$ cat config.mk
export PLATFORM = sky130hd
export DESIGN_NAME = serial_subtractor
export DESIGN_NICKNAME = d
export VERILOG_FILES = /design/src/rtl/serial_sub_pkg.sv /design/src/rtl/full_subtractor_bit.sv /design/src/rtl/serial_subtractor.sv
export SDC_FILE = /design/constraint.sdc
export NUM_CORES = 1
export LEC_CHECK = 0
export CAP_MARGIN = 20
export CORE_MARGIN = 4
export CORE_UTILIZATION = 47
export DETAILED_ROUTE_END_ITERATION = 6
export GPL_ROUTABILITY_DRIVEN = 0
export PLACE_DENSITY_LB_ADDON = 0.25
export SYNTH_ARGS = -nofsm -noshare
export SYNTH_HDL_FRONTEND = slang
export SYNTH_SLANG_ARGS = --single-unit
$ cat constraint.sdc
create_clock -name clk -period 1.4 [get_ports clk]
set_input_delay 0.28 -clock clk [delete_from_list [all_inputs] [get_ports clk]]
set_output_delay 0.28 -clock clk [all_outputs]
set_load 0.03 [all_outputs]
$ cat src/rtl/serial_sub_pkg.sv
// ==================================================================
// Package : serial_sub_pkg  -- shared state type and default width
// Revision: 1.0
// ==================================================================
`default_nettype none

package serial_sub_pkg;

    localparam int SERIAL_SUB_DEFAULT_WIDTH = 8;

    typedef enum logic [1:0] {
        IDLE  = 2'd0,
        SHIFT = 2'd1,
        DONE  = 2'd2
    } sub_state_t;

endpackage

`default_nettype wire

$ cat src/rtl/full_subtractor_bit.sv
// ==================================================================
// Module  : full_subtractor_bit  -- 1-bit combinational x - y - bin
// Revision: 1.0
// ==================================================================
`default_nettype none

module full_subtractor_bit (
    input  logic x,
    input  logic y,
    input  logic bin,
    output logic d,
    output logic bout
);

    assign d    = x ^ y ^ bin;
    assign bout = (~x & y) | (~(x ^ y) & bin);

endmodule

`default_nettype wire

$ cat src/rtl/serial_subtractor.sv
// ==================================================================
// Module  : serial_subtractor  -- bit-serial a - b - bin, LSB first
// Option  : SERIAL_SUB_SIGNED_EN adds the signed-overflow output ovf
// Revision: 1.0
// ==================================================================
`default_nettype none

module serial_subtractor
    import serial_sub_pkg::*;
#(
    parameter int WIDTH = SERIAL_SUB_DEFAULT_WIDTH
) (
    input  logic             clk,
    input  logic             rst_n,
    input  logic             start,
    input  logic [WIDTH-1:0] a,
    input  logic [WIDTH-1:0] b,
    input  logic             bin,
    output logic             busy,
    output logic             done,
    output logic [WIDTH-1:0] diff,
    output logic             bout
`ifdef SERIAL_SUB_SIGNED_EN
    ,
    output logic             ovf
`endif
);

    localparam int            CW     = $clog2(WIDTH);
    localparam logic [CW-1:0] c_last = CW'(WIDTH - 1);

    sub_state_t       r_state;
    sub_state_t       w_next;
    logic [WIDTH-1:0] r_opa;
    logic [WIDTH-1:0] r_opb;
    logic [WIDTH-1:0] r_res;
    logic             r_br;
    logic [CW-1:0]    r_cnt;
    logic             w_d;
    logic             w_br;
    logic             w_last;

    full_subtractor_bit u_fsb (
        .x    (r_opa[0]),
        .y    (r_opb[0]),
        .bin  (r_br),
        .d    (w_d),
        .bout (w_br)
    );

    assign w_last = (r_cnt == c_last);
    assign busy   = (r_state == SHIFT);
    assign done   = (r_state == DONE);

    always_ff @(posedge clk or negedge rst_n) begin
        if (!rst_n) r_state <= IDLE;
        else        r_state <= w_next;
    end

    always_comb begin
        w_next = r_state;
        case (r_state)
            IDLE:    if (start) w_next = SHIFT;
            SHIFT:   if (w_last) w_next = DONE;
            DONE:    w_next = IDLE;
            default: w_next = IDLE;
        endcase
    end

    // diff/bout/ovf load only on the final shift so partial results never show
    always_ff @(posedge clk or negedge rst_n) begin
        if (!rst_n) begin
            r_opa <= '0;
            r_opb <= '0;
            r_res <= '0;
            r_br  <= 1'b0;
            r_cnt <= '0;
            diff  <= '0;
            bout  <= 1'b0;
`ifdef SERIAL_SUB_SIGNED_EN
            ovf   <= 1'b0;
`endif
        end else begin
            case (r_state)
                IDLE: begin
                    if (start) begin
                        r_opa <= a;
                        r_opb <= b;
                        r_br  <= bin;
                        r_cnt <= '0;
                    end
                end
                SHIFT: begin
                    r_opa <= r_opa >> 1;
                    r_opb <= r_opb >> 1;
                    r_res <= {w_d, r_res[WIDTH-1:1]};
                    r_br  <= w_br;
                    r_cnt <= r_cnt + CW'(1);
                    if (w_last) begin
                        diff <= {w_d, r_res[WIDTH-1:1]};
                        bout <= w_br;
`ifdef SERIAL_SUB_SIGNED_EN
                        // operand LSBs now hold the original MSBs
                        ovf  <= (r_opa[0] ^ r_opb[0]) & (r_opa[0] ^ w_d);
`endif
                    end
                end
                default: ;
            endcase
        end
    end

endmodule

`default_nettype wire

== Word level (Yosys, flattened, before mapping) ==
Cells that the tools add are included.
W data, S select, Z words.

* Bits of input ports: 20
* Output and inout bits: 11
* Bits in registers: 39
* Word-level logic and storage cells: 37

* Reductions and logical operators: 5
* Bitwise logic cells: 7
* Equal/unequal tests: 5
* Add/subtract/negate cells: 1
* Muxes and demuxes: 11

{| class="wikitable"
|+ Operators by type and width
! cell !! count
|-
| $pmux W8 S2 || 2
|-
| $mux W8 || 2
|-
| $pmux W3 S2 || 1
|-
| $reduce_and A2 Y1 || 3
|-
| $mux W2 || 2
|-
| $pmux W2 S2 || 1
|-
| $add A3 B1 Y3 const B || 1
|-
| $eq A3 B3 Y1 const B || 1
|-
| $mux W3 || 1
|-
| $and A1 B1 Y1 || 2
|-
| $eq A2 B1 Y1 const B || 1
|-
| $eq A2 B2 Y1 const B || 1
|-
| $logic_not A2 Y1 || 1
|-
| $ne A2 B1 Y1 const B || 1
|-
| $ne A2 B2 Y1 const B || 1
|-
| $not A1 Y1 || 2
|-
| $pmux W1 S2 || 1
|-
| $reduce_bool A2 Y1 || 1
|-
| $xor A1 B1 Y1 || 2
|-
| $mux W1 || 1
|-
| $or A1 B1 Y1 || 1
|}

== Longest topological paths before layout ==
Gate-level depths: netlist of the first run.

* Word-level depth: 5
* Mapped depth: 5
* Depth with buffers taken out: 4

== By module ==
From an unflattened synthesis of the first run, not the netlist that was laid out.

* Cells, all modules: 143
* Area total of the unflattened synthesis: 1779.2 µm²

{| class="wikitable"
|+ Modules (own cells, without submodules)
! module !! area an instance (µm²) !! times used !! cells each !! seq. area each (µm²)
|-
| serial_subtractor || 1747.9 || 1 || 139 || 950.9
|-
| full_subtractor_bit || 31.3 || 1 || 4 || 0.0
|}

== Least setup slack after synthesis of the first run ==
No wires, ideal clock.

* Kind: reg2reg
* Start: register r_cnt[0]
* End: register diff[0]
* Data arrival time: 1.359 ns
* Path slack: -0.084 ns
* Cell stages (with the launch flop): 6
* Data required time: 1.275 ns
* Period minus slack after synthesis: 1.484 ns
* Setup time: 0.125 ns
* Buffers on the path: 1
* Path through: dfrtp_1 ha_1 ha_1 nand3b_1 buf_2 mux2_2

* Cells in the longest elaborated chain, start to end: 2

{| class="wikitable"
|+ RTL lines
! element !! RTL line !! RTL
|-
| start: declaration || serial_subtractor.sv:38 || <nowiki>logic [CW-1:0] r_cnt;</nowiki>
|-
| start signal: assignment || serial_subtractor.sv:98 || <nowiki>r_cnt <= r_cnt + CW'(1);</nowiki>
|-
| $eq A3 B3 Y1 || serial_subtractor.sv:51 || <nowiki>assign w_last = (r_cnt == c_last);</nowiki>
|-
| $reduce_and A2 Y1 (no source line) || -- ||
|-
| end signal: assignment || serial_subtractor.sv:100 || <nowiki>diff <= {w_d, r_res[WIDTH-1:1]};</nowiki>
|-
| end: declaration || serial_subtractor.sv:21 || <nowiki>output logic [WIDTH-1:0] diff,</nowiki>
|}

Every way passes these cells.
A chain may end at the register's enable or synchronous reset.

== Worst setup path after layout of the first run ==
* Start: register r_cnt[1]
* End: register diff[1]

Same word-level chain as after synthesis.

==> out/metrics.yaml, run 1 <==
clocking:
  cts_tree: "done"
  cts_root_buf: "clkbuf_8"
  h-tree-depth: 2
  cts_inserted_buffers: 5
  worstSkewPairLatency_ps: 280
  clkSlewWorstSetupHoldPaths_ps: 70
  clock_path_buffers: 2
  clock-sinks: 38
timing:
  finalSetupTns_ps: -524
  finalCriticalPeriod_ps: 1480
  hold_viol_final: 0
  report.final.slew_viol_count: 0
  final.setup_skew_ps: 4.73
  rsz0062_at_grt: "true"
  worst_slew_pin_slew_ps: 372
  fin_crit_sh_pct: 105
  finalSetupViolCount: 9
  max_freq_mhz: 678
  maxSlewHeadroom_pct: 74.9
  fin_ws_ps: -75.6
cells_and_area:
  layout_commonest_cell: "dfrtp_1"
  drive_gt1_share_pct: 38.4
  area.growth.synth_to_final_pct: 46.5
  nFillCells: 245
  finalInstanceArea_mm2: 0.00258
  n_antenna_cell: 0
  multi_input_area_um2: 763
  final_cell_mix: "dfrtp_1, buf_4, clkdlybuf4s50_1"
  regArea_um2: 953
  nets: 220
drt:
  wl_per_cell_um: 16.1
  drc: 0
  drt_wl_total_mm: 3.94
  via_count: 1312
  drt-initial-drc-count: 59
  ant_nets: 0
  via_per_inst: 5.38
  drt_first_pass_iters: 4
yosys:
  post-synth-top-area-cell: "dfrtp_1"
  synth-edff-count: 0
  ys_types: 27
  synth_cells: 136
  syn_nets: 159
  synth_area_leaders: "dfrtp_1, mux2_2, nor4b_1"
  synth-async-reset-ratio_pct: 100
  syn_area_mm2: 0.00176
  syn_area_per_cell_um2: 13.0
  synth_warnings: 0
  yosysTopAreaCellShare_pct: 53.9
  synth_seq_cells: 38
  ys.flop_type: "dfrtp_1"
  seq_area_frac_synth_pct: 53.9
die:
  io-pin-count: 31
  coreArea_mm2: 0.00347
  fp.dieArea_mm2: 0.00479
  chipHeight_um: 69.2
  die_w_um: 69.2
  floorplan.rows: 21
  start_util_pct: 50.8
grt:
  grt_overflow: 0
  track_usage_pct: 16.1
  grt_pass1_wl_mm: 6.26
  grt_max_degree: 38
  antenna_found_initial: 0
  grt_pass1_vias: 1320
critical_path:
  worstSetupPathType: "reg -> reg"
  cp_max_fo: 6
  critPathCaptureType: "flip-flop"
  startpoint_type: "flip-flop"
  r2r_slack_ps: -80
  crit_required_ps: 1570
  worst_ep_arrival_time_ps: 1640
place:
  dp_hpwl_mm: 2.52
  place_area_mm2: 0.00224
  portBuffers: 30
run_status:
  violations: "negative setup slack"
  status: "complete, but fails checks"
power_and_ir_drop:
  p_leak_nw: 1.20
  pwr_density_cell_mw_per_mm2: 2210
  vdd_drop_max_uv: 1010
job:
  maxCapViolCount: 0
min_path:
  holdCritPathClass: "in -> async"
-- cell type report --
| type | count | area share, % |
|---|---|---|
| well taps | 46 | 2.23 |
| inverters | 15 | 2.28 |
| flip-flops and latches | 38 | 36.9 |
| clock inverters | 3 | 1.55 |
| multi-input cells | 72 | 29.6 |
| repair buffers | 65 | 24.8 |
| clock buffers | 5 | 2.66 |
-- logic make-up after synthesis --
kind of cell               count (synthesis)  synth area share, %
DFF                                       38                 53.9
and+or+nand+nor                           30                 14.2
buffers and inverters                     26                 7.52
AOI/OAI and AO/OA                         22                 11.1
muxes                                     17                 10.7
adders and majority gates                  3                 2.55
-- per-layer routing --
layer  global-route usage, %  routed length [um]  up-vias
met5                       0                   0        -
met4                    5.21                  36        0
met3                    3.77                 120        5
met2                    28.1                2110       23
met1                    19.6                1670      662
li1                        -                   -      622
-- Yosys cell counts (2+ instances only) --
master	count
clkbuf_1	2
a221oi_1	3
buf_6	3
nor4b_1	12
nor3b_1	10
buf_4	2
a211oi_1	9
a22o_1	2
nor4bb_1	2
o221a_2	3
or4b_1	3
inv_1	14
ha_1	2
buf_2	4
mux2i_1	2
mux2_2	15
dfrtp_1	38
-- registers in the layout, indices dropped and copies added (netlist names) --
| register | cells |
|---|---|
| r_br | 1 |
| r_state | 2 |
| r_res | 7 |
| diff | 8 |
| r_opa | 8 |
| bout | 1 |
| r_opb | 8 |
| r_cnt | 3 |
-- path summary, 6_finish.rpt --
path                                 startpoint                      to  cells after the start
min reg2reg                r_opb[7]$_DFFE_PN0P_    r_opb[7]$_DFFE_PN0P_                      1
min                                       rst_n     diff[5]$_DFFE_PN0P_                      2
max in group asynchronous                 rst_n  r_state[1]$_DFFE_PN0P_                      3
min in group clk           r_opb[7]$_DFFE_PN0P_    r_opb[7]$_DFFE_PN0P_                      1
max                        r_cnt[1]$_DFFE_PN0P_     diff[1]$_DFFE_PN0P_                      5
max reg2reg                r_cnt[1]$_DFFE_PN0P_     diff[1]$_DFFE_PN0P_                      5
-- metrics by stage --
step / utilization, % / instances / total power, mW / setup slack (ps) / hold slack (ps)
after floorplan: - / 136 / 3.46 / 17.6 / -15.6
after global placement: 64.6 / 221 / 4.22 / -174 / 78.9
after detailed placement: 64.6 / 221 / 4.38 / -231 / 80.5
after CTS: 70.6 / 234 / 5.41 / -61.6 / 319
after global routing: 74.5 / 244 / 6.10 / -123 / 330
final: 74.5 / 244 / 5.70 / -75.6 / 331
-- worst max-delay path, stage by stage (launching register included) --
cell and delay (ps):
dfrtp_1 390, ha_2 200, ha_4 160, nand3b_1 140, buf_6 170, mux2_4 300
-- repair_timing --
item,in CTS,in global routing
endpoints found under the hold margin,38,0
setup buffers,4,9
hold buffers,1,0
gates resized for setup,27,9
pin swaps,1,0
endpoints found under the setup margin,19,15
cloned,0,1
-- report_power, final --
group          switching (mW)  internal, mW  total [mW]  leakage (nW)
combinational            1.26          1.58        2.85         0.695
clock                   0.366         0.524       0.890        0.0579
sequential              0.329          1.64        1.97         0.451
total                    1.96          3.74        5.70          1.20
No activity file was read; power rests on OpenSTA's default activity.
==> run 2, diff against run 1 <==
--- a/config.mk
+++ b/config.mk
@@ -5,6 +5,7 @@
 export SDC_FILE = /design/constraint.sdc
 export NUM_CORES = 1
 export LEC_CHECK = 0
+export ABC_AREA = 1
 export CAP_MARGIN = 20
 export CORE_MARGIN = 4
 export CORE_UTILIZATION = 47
==> run 2 against run 1 <==
  * The run now ends clean
  * Critical path depth decreased by 2
  * Cell count increased by 29%
  * Die area increased by 4.5%
  * Register-to-register slack improved by 180 ps
  * Sequential power decreased by 4%
  * Wire length decreased by 8.0%
  * Combinational power decreased by 9.1%
  * Synthesized area increased by 5.1%
  * Critical endpoint is now busy
  * Largest power group unchanged
==> out/metrics.yaml, run 2 <==
timing:
  finalCriticalPeriod_ps: 1340
  rsz0062_at_grt: "false"
  fin_crit_sh_pct: 95.9
  fin_ws_ps: 58.0
  worst_slew_pin_slew_ps: 302
  maxSlewHeadroom_pct: 79.9
  finalSetupViolCount: 0
  hold_viol_final: 0
  max_freq_mhz: 745
  report.final.slew_viol_count: 0
  final.setup_skew_ps: 2.05
die:
  coreArea_mm2: 0.00374
  die_w_um: 70.8
  chipHeight_um: 70.8
  io-pin-count: 31
  start_util_pct: 49.5
  fp.dieArea_mm2: 0.00501
  floorplan.rows: 22
yosys:
  yosysMostFrequentCell: "nand2_1"
  yosysTopAreaCellShare_pct: 51.3
  ys.flop_type: "dfrtp_1"
  synth-async-reset-ratio_pct: 100
  synthSimpleGateAreaFrac_pct: 25.7
  seq_area_frac_synth_pct: 51.3
  synth-compound-area-share_pct: 7.36
  synth-edff-count: 0
  synth_xor_area_share_pct: 0
  ys_types: 20
  synth_seq_cells: 38
  synthTopCellsByCount: "nand2_1, inv_1, dfrtp_1, nand3_1"
  post-synth-top-area-cell: "dfrtp_1"
  syn_nets: 246
  syn_area_per_cell_um2: 8.31
  synthMuxAreaShare_pct: 0
  synth_area_leaders: "dfrtp_1, nand2_1, nand3_1"
  synth_top_family_by_area: "simple AND/OR/NAND/NOR gates"
  synth_warnings: 0
  syn_area_mm2: 0.00185
  synth_fa_ha_area_share_pct: 2.43
  synth_cells: 223
cells_and_area:
  drive_gt1_share_pct: 15.7
  layout_commonest_cell: "nand2_1"
  multi_input_area_um2: 664
  nets: 289
  area.growth.synth_to_final_pct: 29.6
  regArea_um2: 952
  reg.largest.list: "diff (8), r_opa (8), r_opb (8)"
  nFillCells: 354
  n_antenna_cell: 0
  final_cell_mix: "nand2_1, inv_1, dfrtp_1"
job:
  maxCapViolCount: 0
place:
  portBuffers: 30
  pre_cts_ws_ps: -99.8
  dp_hpwl_mm: 2.38
critical_path:
  r2r-end: "diff[5]$_DFFE_PN0P_"
  crit_path_cell_trace: "inv_2 -> nor2_4 -> buf_6"
  slowest_stage: "dfrtp_2"
  worst_path_largest_cell_delay_ps: 400
  r2r-start: "r_cnt[0]$_DFFE_PN0P_"
  r2r_slack_ps: 100
  r2r_cells: 6
  crit_required_ps: 1120
  startpoint_type: "flip-flop"
  worst_ep_arrival_time_ps: 1060
  critPathCaptureType: "primary output"
  cp_max_fo: 4
  worstSetupPathType: "reg -> out"
grt:
  grt_pass1_wl_mm: 6.51
  grt_overflow: 0
  antenna_found_initial: 0
  grt_max_degree: 39
  grt_pass1_vias: 1493
  track_usage_pct: 16.3
power_and_ir_drop:
  p_leak_nw: 1.31
  p_total_mw: 5.24
  vdd_drop_max_uv: 1130
  pwr_density_cell_mw_per_mm2: 2180
clocking:
  cts_inserted_buffers: 5
  worstSkewPairLatency_ps: 290
  h-tree-depth: 2
  clock-sinks: 38
  clock_path_buffers: 2
  cts_tree: "done"
  cts_root_buf: "clkbuf_8"
  clkSlewWorstSetupHoldPaths_ps: 70
drt:
  via_per_inst: 4.63
  drt_first_pass_iters: 4
  wl_per_cell_um: 11.5
  drc: 0
  drt_wl_total_mm: 3.62
  via_count: 1460
  ant_nets: 0
  drt-initial-drc-count: 69
min_path:
  hold_path_depth: 2
  min_to: "diff[0]$_DFFE_PN0P_"
  hold_path.startpoint: "r_res[1]$_DFFE_PN0P_"
  holdCritPathClass: "reg -> reg"
run_status:
  status: "complete, no violations"
[run 2: cell type report]
type	count	share of cell area, %
flip-flops and latches	38	39.7
clock inverters	1	0.208
well taps	48	2.50
inverters	42	6.57
clock buffers	7	3.60
multi-input cells	133	27.7
repair buffers	46	19.8
[run 2: metal layers]
metal / GRT usage [%] / vias to the layer above / wire (um)
li1: - / 766 / -
met1: 21.0 / 661 / 1730
met2: 25.8 / 27 / 1650
met3: 5.40 / 6 / 181
met4: 5.85 / 0 / 59
met5: 0 / - / 0
[run 2: cells by family (layout without fill, tap and decap cells)]
| logic type | Yosys count | after routing |
|---|---|---|
| simple gates | 111 | 111 |
| compound gates | 19 | 19 |
| fa+ha+maj | 3 | 3 |
| buf+inv | 52 | 96 |
| flops | 38 | 38 |
[run 2: power by group]
part	switching, mW	internal (mW)	total [mW]	leakage [nW]
clock network	0.355	0.397	0.751	0.0482
logic	1.51	1.08	2.59	0.796
registers	0.276	1.62	1.89	0.470
[run 2: critical path, delay by kind of cell, from the launching register on]
kind	cells	cell delay, ps
buf+inv	2	220
flops	1	400
simple gates	1	160
[run 2: stage by stage]
step	cell area [um^2]	hold slack (ps)	setup TNS [ps]	utilization, %	instances
2_1_floorplan	1860	-15.6	0	-	223
3_3_place_gp	2260	259	-670	60.5	302
3_5_place_dp	2260	257	-1120	60.5	302
4_1_cts	2390	474	0	63.9	315
5_1_grt	2400	494	0	64.1	315
6_report	2400	472	0	64.1	315
[run 2: timing repair]
action | 4_1_cts | 5_1_grt
setup buffers | 4 | 1
setup endpoints to repair | 11 | 6
cloned | 0 | 0
gates resized for setup | 12 | 2
hold endpoints to repair | 38 | 0
hold buffers | 1 | 0
pin swaps | 0 | 2
[run 2: worst max-delay path by stage]
stage | start | endpoint | slack, ps | cells after the start
3_5_place_dp | start | r_br$_DFFE_PN0P_ | -100 | 4
3_3_place_gp | start | r_opb[1]$_DFFE_PN0P_ | -50 | 4
5_1_grt | diff[3]$_DFFE_PN0P_ | diff[3] | 3 | 1
2_1_floorplan | r_state[0]$_DFFE_PN0P_ | done | 120 | 3
4_1_cts | r_state[1]$_DFFE_PN0P_ | done | 5 | 4
6_report | r_state[0]$_DFFE_PN0P_ | busy | 60 | 3
